<file path="src/rtl/fp_add_arbiter.sv">
// Two-requester round-robin front end for a shared fixed-latency FP adder.
// One operation in flight at a time; the response is held until rsp_ready.
module fp_add_arbiter #(
  parameter int unsigned XLEN    = 32,
  parameter int unsigned ADD_LAT = 1,
  parameter int unsigned CNT_W   = 16
) (
  input  logic              clk,
  input  logic              rst,
  input  logic [1:0]        req_valid,
  output logic [1:0]        req_ready,
  input  logic [1:0]        req_sub,
  input  logic [XLEN-1:0]   req_a0,
  input  logic [XLEN-1:0]   req_b0,
  input  logic [XLEN-1:0]   req_a1,
  input  logic [XLEN-1:0]   req_b1,
  output logic [XLEN-1:0]   add_a,
  output logic [XLEN-1:0]   add_b,
  output logic              add_start,
  input  logic [XLEN-1:0]   add_result,
  input  logic              add_overflow,
  input  logic              add_underflow,
  input  logic              add_exception,
  output logic              rsp_valid,
  input  logic              rsp_ready,
  output logic              rsp_id,
  output logic [XLEN-1:0]   rsp_result,
  output logic [2:0]        rsp_flags,
  output logic [CNT_W-1:0]  done_cnt0,
  output logic [CNT_W-1:0]  done_cnt1
);

  localparam logic [1:0] StIdle = 2'd0;
  localparam logic [1:0] StBusy = 2'd1;
  localparam logic [1:0] StResp = 2'd2;
  localparam logic [3:0] LatInit = 4'(ADD_LAT);

  logic [1:0]      state_q, state_d;
  logic [3:0]      lat_cnt_q;
  logic            last_grant_q;
  logic            cur_id_q;
  logic            grant;
  logic            accept;
  logic            handshake;
  logic [XLEN-1:0] sel_a;
  logic [XLEN-1:0] sel_b;

  // Tie goes to whichever requester was not served last.
  always_comb begin
    grant     = (req_valid == 2'b11) ? ~last_grant_q : req_valid[1];
    req_ready = 2'b00;
    if (state_q == StIdle && !rst) begin
      req_ready = {req_valid[1] & grant, req_valid[0] & ~grant};
    end
  end

  assign accept    = |req_ready;
  assign rsp_valid = (state_q == StResp);
  assign handshake = rsp_valid & rsp_ready;
  assign sel_a     = grant ? req_a1 : req_a0;
  // Subtraction is addition with the sign of B flipped; no other bits are touched.
  assign sel_b     = (grant ? req_b1 : req_b0) ^ {req_sub[grant], {(XLEN-1){1'b0}}};

  always_comb begin
    state_d = state_q;
    unique case (state_q)
      StIdle:  if (accept) state_d = StBusy;
      StBusy:  if (lat_cnt_q == 4'd1) state_d = StResp;
      StResp:  if (rsp_ready) state_d = StIdle;
      default: state_d = StIdle;
    endcase
  end

  always_ff @(posedge clk) begin
    if (rst) begin
      state_q      <= StIdle;
      lat_cnt_q    <= 4'd0;
      last_grant_q <= 1'b1;
      cur_id_q     <= 1'b0;
      add_a        <= '0;
      add_b        <= '0;
      add_start    <= 1'b0;
      rsp_result   <= '0;
      rsp_flags    <= 3'b000;
      rsp_id       <= 1'b0;
      done_cnt0    <= '0;
      done_cnt1    <= '0;
    end else begin
      state_q   <= state_d;
      add_start <= accept;
      if (accept) begin
        add_a     <= sel_a;
        add_b     <= sel_b;
        cur_id_q  <= grant;
        lat_cnt_q <= LatInit;
      end
      if (state_q == StBusy) begin
        lat_cnt_q <= lat_cnt_q - 4'd1;
        if (lat_cnt_q == 4'd1) begin
          rsp_result <= add_result;
          rsp_flags  <= {add_overflow, add_underflow, add_exception};
          rsp_id     <= cur_id_q;
        end
      end
      if (handshake) begin
        last_grant_q <= rsp_id;
        if (!rsp_id && done_cnt0 != {CNT_W{1'b1}}) done_cnt0 <= done_cnt0 + CNT_W'(1);
        if (rsp_id && done_cnt1 != {CNT_W{1'b1}}) done_cnt1 <= done_cnt1 + CNT_W'(1);
      end
    end
  end

endmodule

</file>
<file path="config.mk">
export PLATFORM = sky130hd
export DESIGN_NAME = fp_add_arbiter
export DESIGN_NICKNAME = d
export VERILOG_FILES = /design/src/rtl/fp_add_arbiter.sv
export SDC_FILE = /design/constraint.sdc
export NUM_CORES = 1
export LEC_CHECK = 0
export CAP_MARGIN = 20
export CORE_MARGIN = 2
export CORE_UTILIZATION = 35
export CTS_BUF_LIST = sky130_fd_sc_hd__clkbuf_8
export DETAILED_ROUTE_END_ITERATION = 7
export GPL_TIMING_DRIVEN = 0
export PLACE_DENSITY_LB_ADDON = 0.15
export REMOVE_ABC_BUFFERS = 1
export SYNTH_ARGS = -nofsm -noshare
export SYNTH_HDL_FRONTEND = slang
export SYNTH_SLANG_ARGS = --single-unit
</file>
<file path="constraint.sdc">
create_clock -name clk -period 2.4 [get_ports clk]
set_clock_uncertainty 0.05 [all_clocks]
set_input_delay 0.48 -clock clk [delete_from_list [all_inputs] [get_ports clk]]
set_output_delay 0.48 -clock clk [all_outputs]
set_load 0.02 [all_outputs]
</file>
## Word-level counts from Yosys, hierarchy flattened

Index checks and enable logic that the tools add are counted.

| word-level totals | value |
|---|---|
| bits in registers | 141 |
| output and inout bits | 136 |
| logic and storage cells | 55 |

| operators by class | value |
|---|---|
| add/sub/neg operators | 3 |
| order comparisons | 1 |
| eq/ne operators | 9 |
| multiplexer cells | 12 |
| bitwise logic cells | 6 |
| reduce and logical (&&, ||, !) cells | 12 |

Operator list:

| cell | number |
|---|---|
| 32-bit 2-to-1 mux | 2 |
| 16-bit by 1-bit adder with 16-bit output, second input constant | 2 |
| 16-bit inequality test, second input constant | 2 |
| 32-bit XOR | 1 |
| 2-bit 2-to-1 mux | 4 |
| 4-bit 2-to-1 mux | 2 |
| 2-bit case mux with 3 select lines | 1 |
| 2-bit AND reduction | 3 |
| 2-bit == test, second input constant | 2 |
| 4-bit by 1-bit == test with 1-bit output, second input constant | 1 |
| 2-bit inequality test, second input constant | 2 |
| 4-bit by 1-bit subtractor with 4-bit output, second input constant | 1 |
| 1-bit bitwise AND | 3 |
| 1-bit logical AND | 3 |
| 1-bit 2-to-1 mux | 3 |
| 3-bit AND reduction | 1 |
| 2-bit by 1-bit == test with 1-bit output, second input constant | 1 |
| 1-bit zero test | 2 |
| 2-bit zero test | 1 |
| 1-bit by 2-bit less-than comparator with 1-bit output, second input constant | 1 |
| 2-bit by 1-bit inequality test with 1-bit output, second input constant | 1 |
| 1-bit inverter | 2 |
| 2-bit nonzero test | 1 |
| 2-bit OR reduction | 1 |

## Depth between registers and ports, before layout

Gate-level depths: netlist of run 1.

| logic depth | value |
|---|---|
| word-level depth | 8 |
| gate-level depth with buffers | 8 |

## Worst setup path after synthesis of run 1

Ideal clock, no wire load.

| timing | value |
|---|---|
| path type | register to register |
| from | reg done_cnt0[0] |
| to | reg done_cnt0[1] |
| setup time | 128 ps |
| arrival | 1978 ps |
| setup slack | 244 ps |
| cell stages (with the launch flop) | 8 |
| path buffers | 2 |
| period minus slack after synthesis | 2156 ps |
| cell sequence | dfxtp_1 -> ha_1 -> nand3_1 -> o41ai_1 -> clkbuf_1 -> buf_2 -> mux2i_1 -> nor2_1 |

| on the way | value |
|---|---|
| cells in the longest elaborated chain, start to end | 3 |
| elaborated cells on any way between the ends | 4 |
| classes of those cells | add/sub (1); eq/ne (1); reduce/logical (2) |

Ends and longest elaborated chain:

| item | RTL line | text |
|---|---|---|
| start, declared | 29 | `output logic [CNT_W-1:0] done_cnt0,` |
| start signal, assigned | 107 | `if (!rsp_id && done_cnt0 != {CNT_W{1'b1}}) done_cnt0 <= done_cnt0 + CNT_W'(1);` |
| branches (longest 3 deep; another with 16-bit by 1-bit adder with 16-bit output) | -- |  |

Several ways; the timed one is not identified.
A chain may end at the register's enable or synchronous reset.

## Worst setup path after layout of run 1

| timing | value |
|---|---|
| from | in rsp_ready |
| to | reg done_cnt0[9] |

| on the way | value |
|---|---|
| cells in the longest elaborated chain, start to end | 2 |

Ends and longest elaborated chain:

| item | RTL line | text |
|---|---|---|
| start, declared | 25 | `input logic rsp_ready,` |
| 1-bit bitwise AND | 59 | `assign handshake = rsp_valid & rsp_ready;` |
| 2-bit AND reduction (no line) | -- |  |

No other way between the ends.

==> results of run 1 <==
how the worst max path moves through the flow:
stage                     depth (start not counted)                     endpoint  slack [ns]                 startpoint
after floorplan                                   2                 req_ready[0]       -6.49               req_valid[1]
after global placement                            4       add_b[30]$_SDFFE_PP0P_       -9.61               req_valid[0]
after detailed placement                          5   done_cnt1[15]$_SDFFE_PP0P_       -0.36                  rsp_ready
after CTS                                         6    done_cnt0[1]$_SDFFE_PP0P_        0.03  done_cnt0[0]$_SDFFE_PP0P_
after global routing                              4  rsp_result[30]$_SDFFE_PP0P_        0.01    state_q[0]$_SDFFE_PP0P_
final                                             6    done_cnt0[9]$_SDFFE_PP0P_        0.08                  rsp_ready
logic make-up after synthesis:
group / count (synthesis) / synth area share, %
compound gates: 165 / 17.2
xor+xnor: 5 / 0.727
fa+ha+maj: 4 / 0.831
buf+inv: 58 / 3.99
flops: 141 / 46.9
mux: 66 / 11.0
simple gates: 244 / 19.4
final cells by class:
cell class,instances,area (um2)
Tap cell,220,275
Inverter,6,25.0
Timing Repair Buffer,313,3220
Sequential cell,141,2820
Fill cell,1504,6930
Clock inverter,10,111
Multi-Input combinational cell,484,3010
Clock buffer,22,303
per-layer routing:
metal,global-route usage (%),routed length (um)
met2,33.6,9220
met4,7.47,416
met1,23.0,7460
met5,0,0
met3,9.20,1820
report_power, final:
part | internal, mW | switching (mW)
Combinational | 0.661 | 0.584
Clock | 1.06 | 0.927
Sequential | 2.49 | 0.0828
sequential cells by signal, summed over array words and instances, names as in the netlist:
name and count:
add_a 32, add_b 32, add_start 1, cur_id_q 1, done_cnt0 16, done_cnt1 16, last_grant_q 1, lat_cnt_q 4
rsp_flags 3, rsp_id 1, rsp_result 32, state_q 2
what timing repair did:
| item | 4_1_cts | 5_1_grt |
|---|---|---|
| gates resized for setup | 4 | 5 |
| buffers inserted | 1 | 0 |
| endpoints found under the setup margin | 3 | 25 |
| pin swaps | 1 | 1 |
| cloned | 0 | 0 |
Yosys cell counts, types with 2 or more instances:
library cell and n:
clkbuf_1 39, a21oi_1 69, inv_1 6, nor2b_1 4, nand4_1 10, buf_2 12, nor4_1 4, and4b_1 2
mux2i_1 64, nand2_1 90, mux2_2 2, dfxtp_1 141, o21ai_0 12, or2_2 3, xor2_1 4, nand3_1 9
nand2b_1 2, o31ai_1 13, nor2_1 76, and3_1 3, ha_1 4, nor3_1 4, and4_1 3, or3_1 12
or4_1 14, a211oi_1 64
worst max-delay path, stage by stage:
cell             delay (ns)
clkdlybuf4s50_1        0.61
nor4bb_2               0.49
o41ai_4                0.21
buf_4                  0.22
or4_1                  0.47
a21oi_1                0.15
cell usage in the layout (no fill, tap or decap), types with 5 or more instances in the layout:
cell type          n
o31ai_1           13
a211oi_1          64
nand2_1           90
nand3_1            8
inv_1              5
mux2i_1           64
or4_1             14
a21oi_1           69
o21ai_0           12
clkbuf_8          22
dfxtp_1          140
nor2_1            76
clkdlybuf4s50_1  301
nand4_1           10
or3_1             12
==> run metrics, run 1 <==
run status=completed; # port buffers=305; cells on worst reg2reg path=6; hpwl dp=13.9 mm; Rows=47; DRT iter0 DRCs=244; WP data arrival=2.65 ns; clock latency on the worst-skew pair=0.45 ns; crit end category=flop; # DRC=0; Synth area leaders=dfxtp_1 (47%), mux2i_1 (11%), a211oi_1 (8.0%); unrepaired setup endpoints after global routing=no; io pins=306; layout cells sized above 1=5.84%; post-synth cell types=43; pre-CTS setup slack=-0.360 ns; Max Cap Violations=0; sequential area share after synthesis=46.9%; Power Dens Cells=593 nW/um2; TritonRoute pass-1 iters=4; GRT overflow=0; Post-Syn Area=6020 um2; Post-synth EDFFs=0; final WL=18.9 mm; Synth top area share=46.9%; Final Util=58.5%; syn avg cell area=8.82 um2; area grow syn2layout=62.3%; worst setup margin=0.0821 ns; Hold WC Path Type=flop to flop; core box area=16700 um2; Clock Sinks=141; Post-synth top flop=dfxtp_1; cell count after synthesis=683; CTS tree=done; gpl congestion=0.764; die area=18300 um2; global-route wire length before repair=28.9 mm; Hold Vio Cnt, Final=0; Clock Pin Slew Worst Setup and Hold Paths=0.08 ns; number of global-route vias before repair=5395; n_diodes=0; initial antenna violation count=0; Clock Tree Buf Depth=2; YS warnings=0; CTS root buf=clkbuf_8; Slew headroom=44.9%; largest net degree at the start of global routing=106; Placed Cells incl. Taps=1163; Non-Filler Instances=1196; max frequency=431 MHz; critical path class=input pin to flop; Final Critical Period=2.32 ns; R2R Path End=done_cnt0[1]$_SDFFE_PP0P_; Starting Density=36.1%; #FFs+latches synth=141; crit path max fanout=12; H-tree depth=4; largest area contributor in the netlist=dfxtp_1; Pins Over Slew Limit=0; Final ANT Viol Nets=0; cts hold-fix bufs=0; WL per Instance=15.8 um; Setup TNS=0 ns; TritonCTS Buffers=17; vias per inst=4.92; WP data required=2.73 ns; Worst VDD drop=0.000314 V; ys async rst share=0%; worst slew pin tran=0.825 ns; CP startpoint kind=input pin; Layout Nets=1137; final hold slack=0.404 ns; vias=5884; die width=135 um; post-layout power=5.80 mW; final setup vio count=0; die height=135 um; design area=9770 um2; hold depth=2; DP Area=9320 um2; LEAKAGE=3.39 nW; WHS Endpoint=rsp_result[28]$_SDFFE_PP0P_; min-delay src=rsp_result[28]$_SDFFE_PP0P_; worst flop-to-flop path startpoint=done_cnt0[0]$_SDFFE_PP0P_; R2R Setup Slk=0.17 ns; crit share post-route=96.6%; total track usage=20.3%
Note: power is estimated with default switching activity, not from simulation.
==> inputs of run 2 (changes only) <==
- HOLD_SLACK_MARGIN: default -> 0.05
==> results of run 2 <==
The final DEF is identical to that of run 1; final timing and power are the same.
==> inputs of run 3 (changes only) <==
- HOLD_SLACK_MARGIN: 0.05 -> 0.03
==> results of run 3 <==
The final DEF is identical to that of run 1; final timing and power are the same.
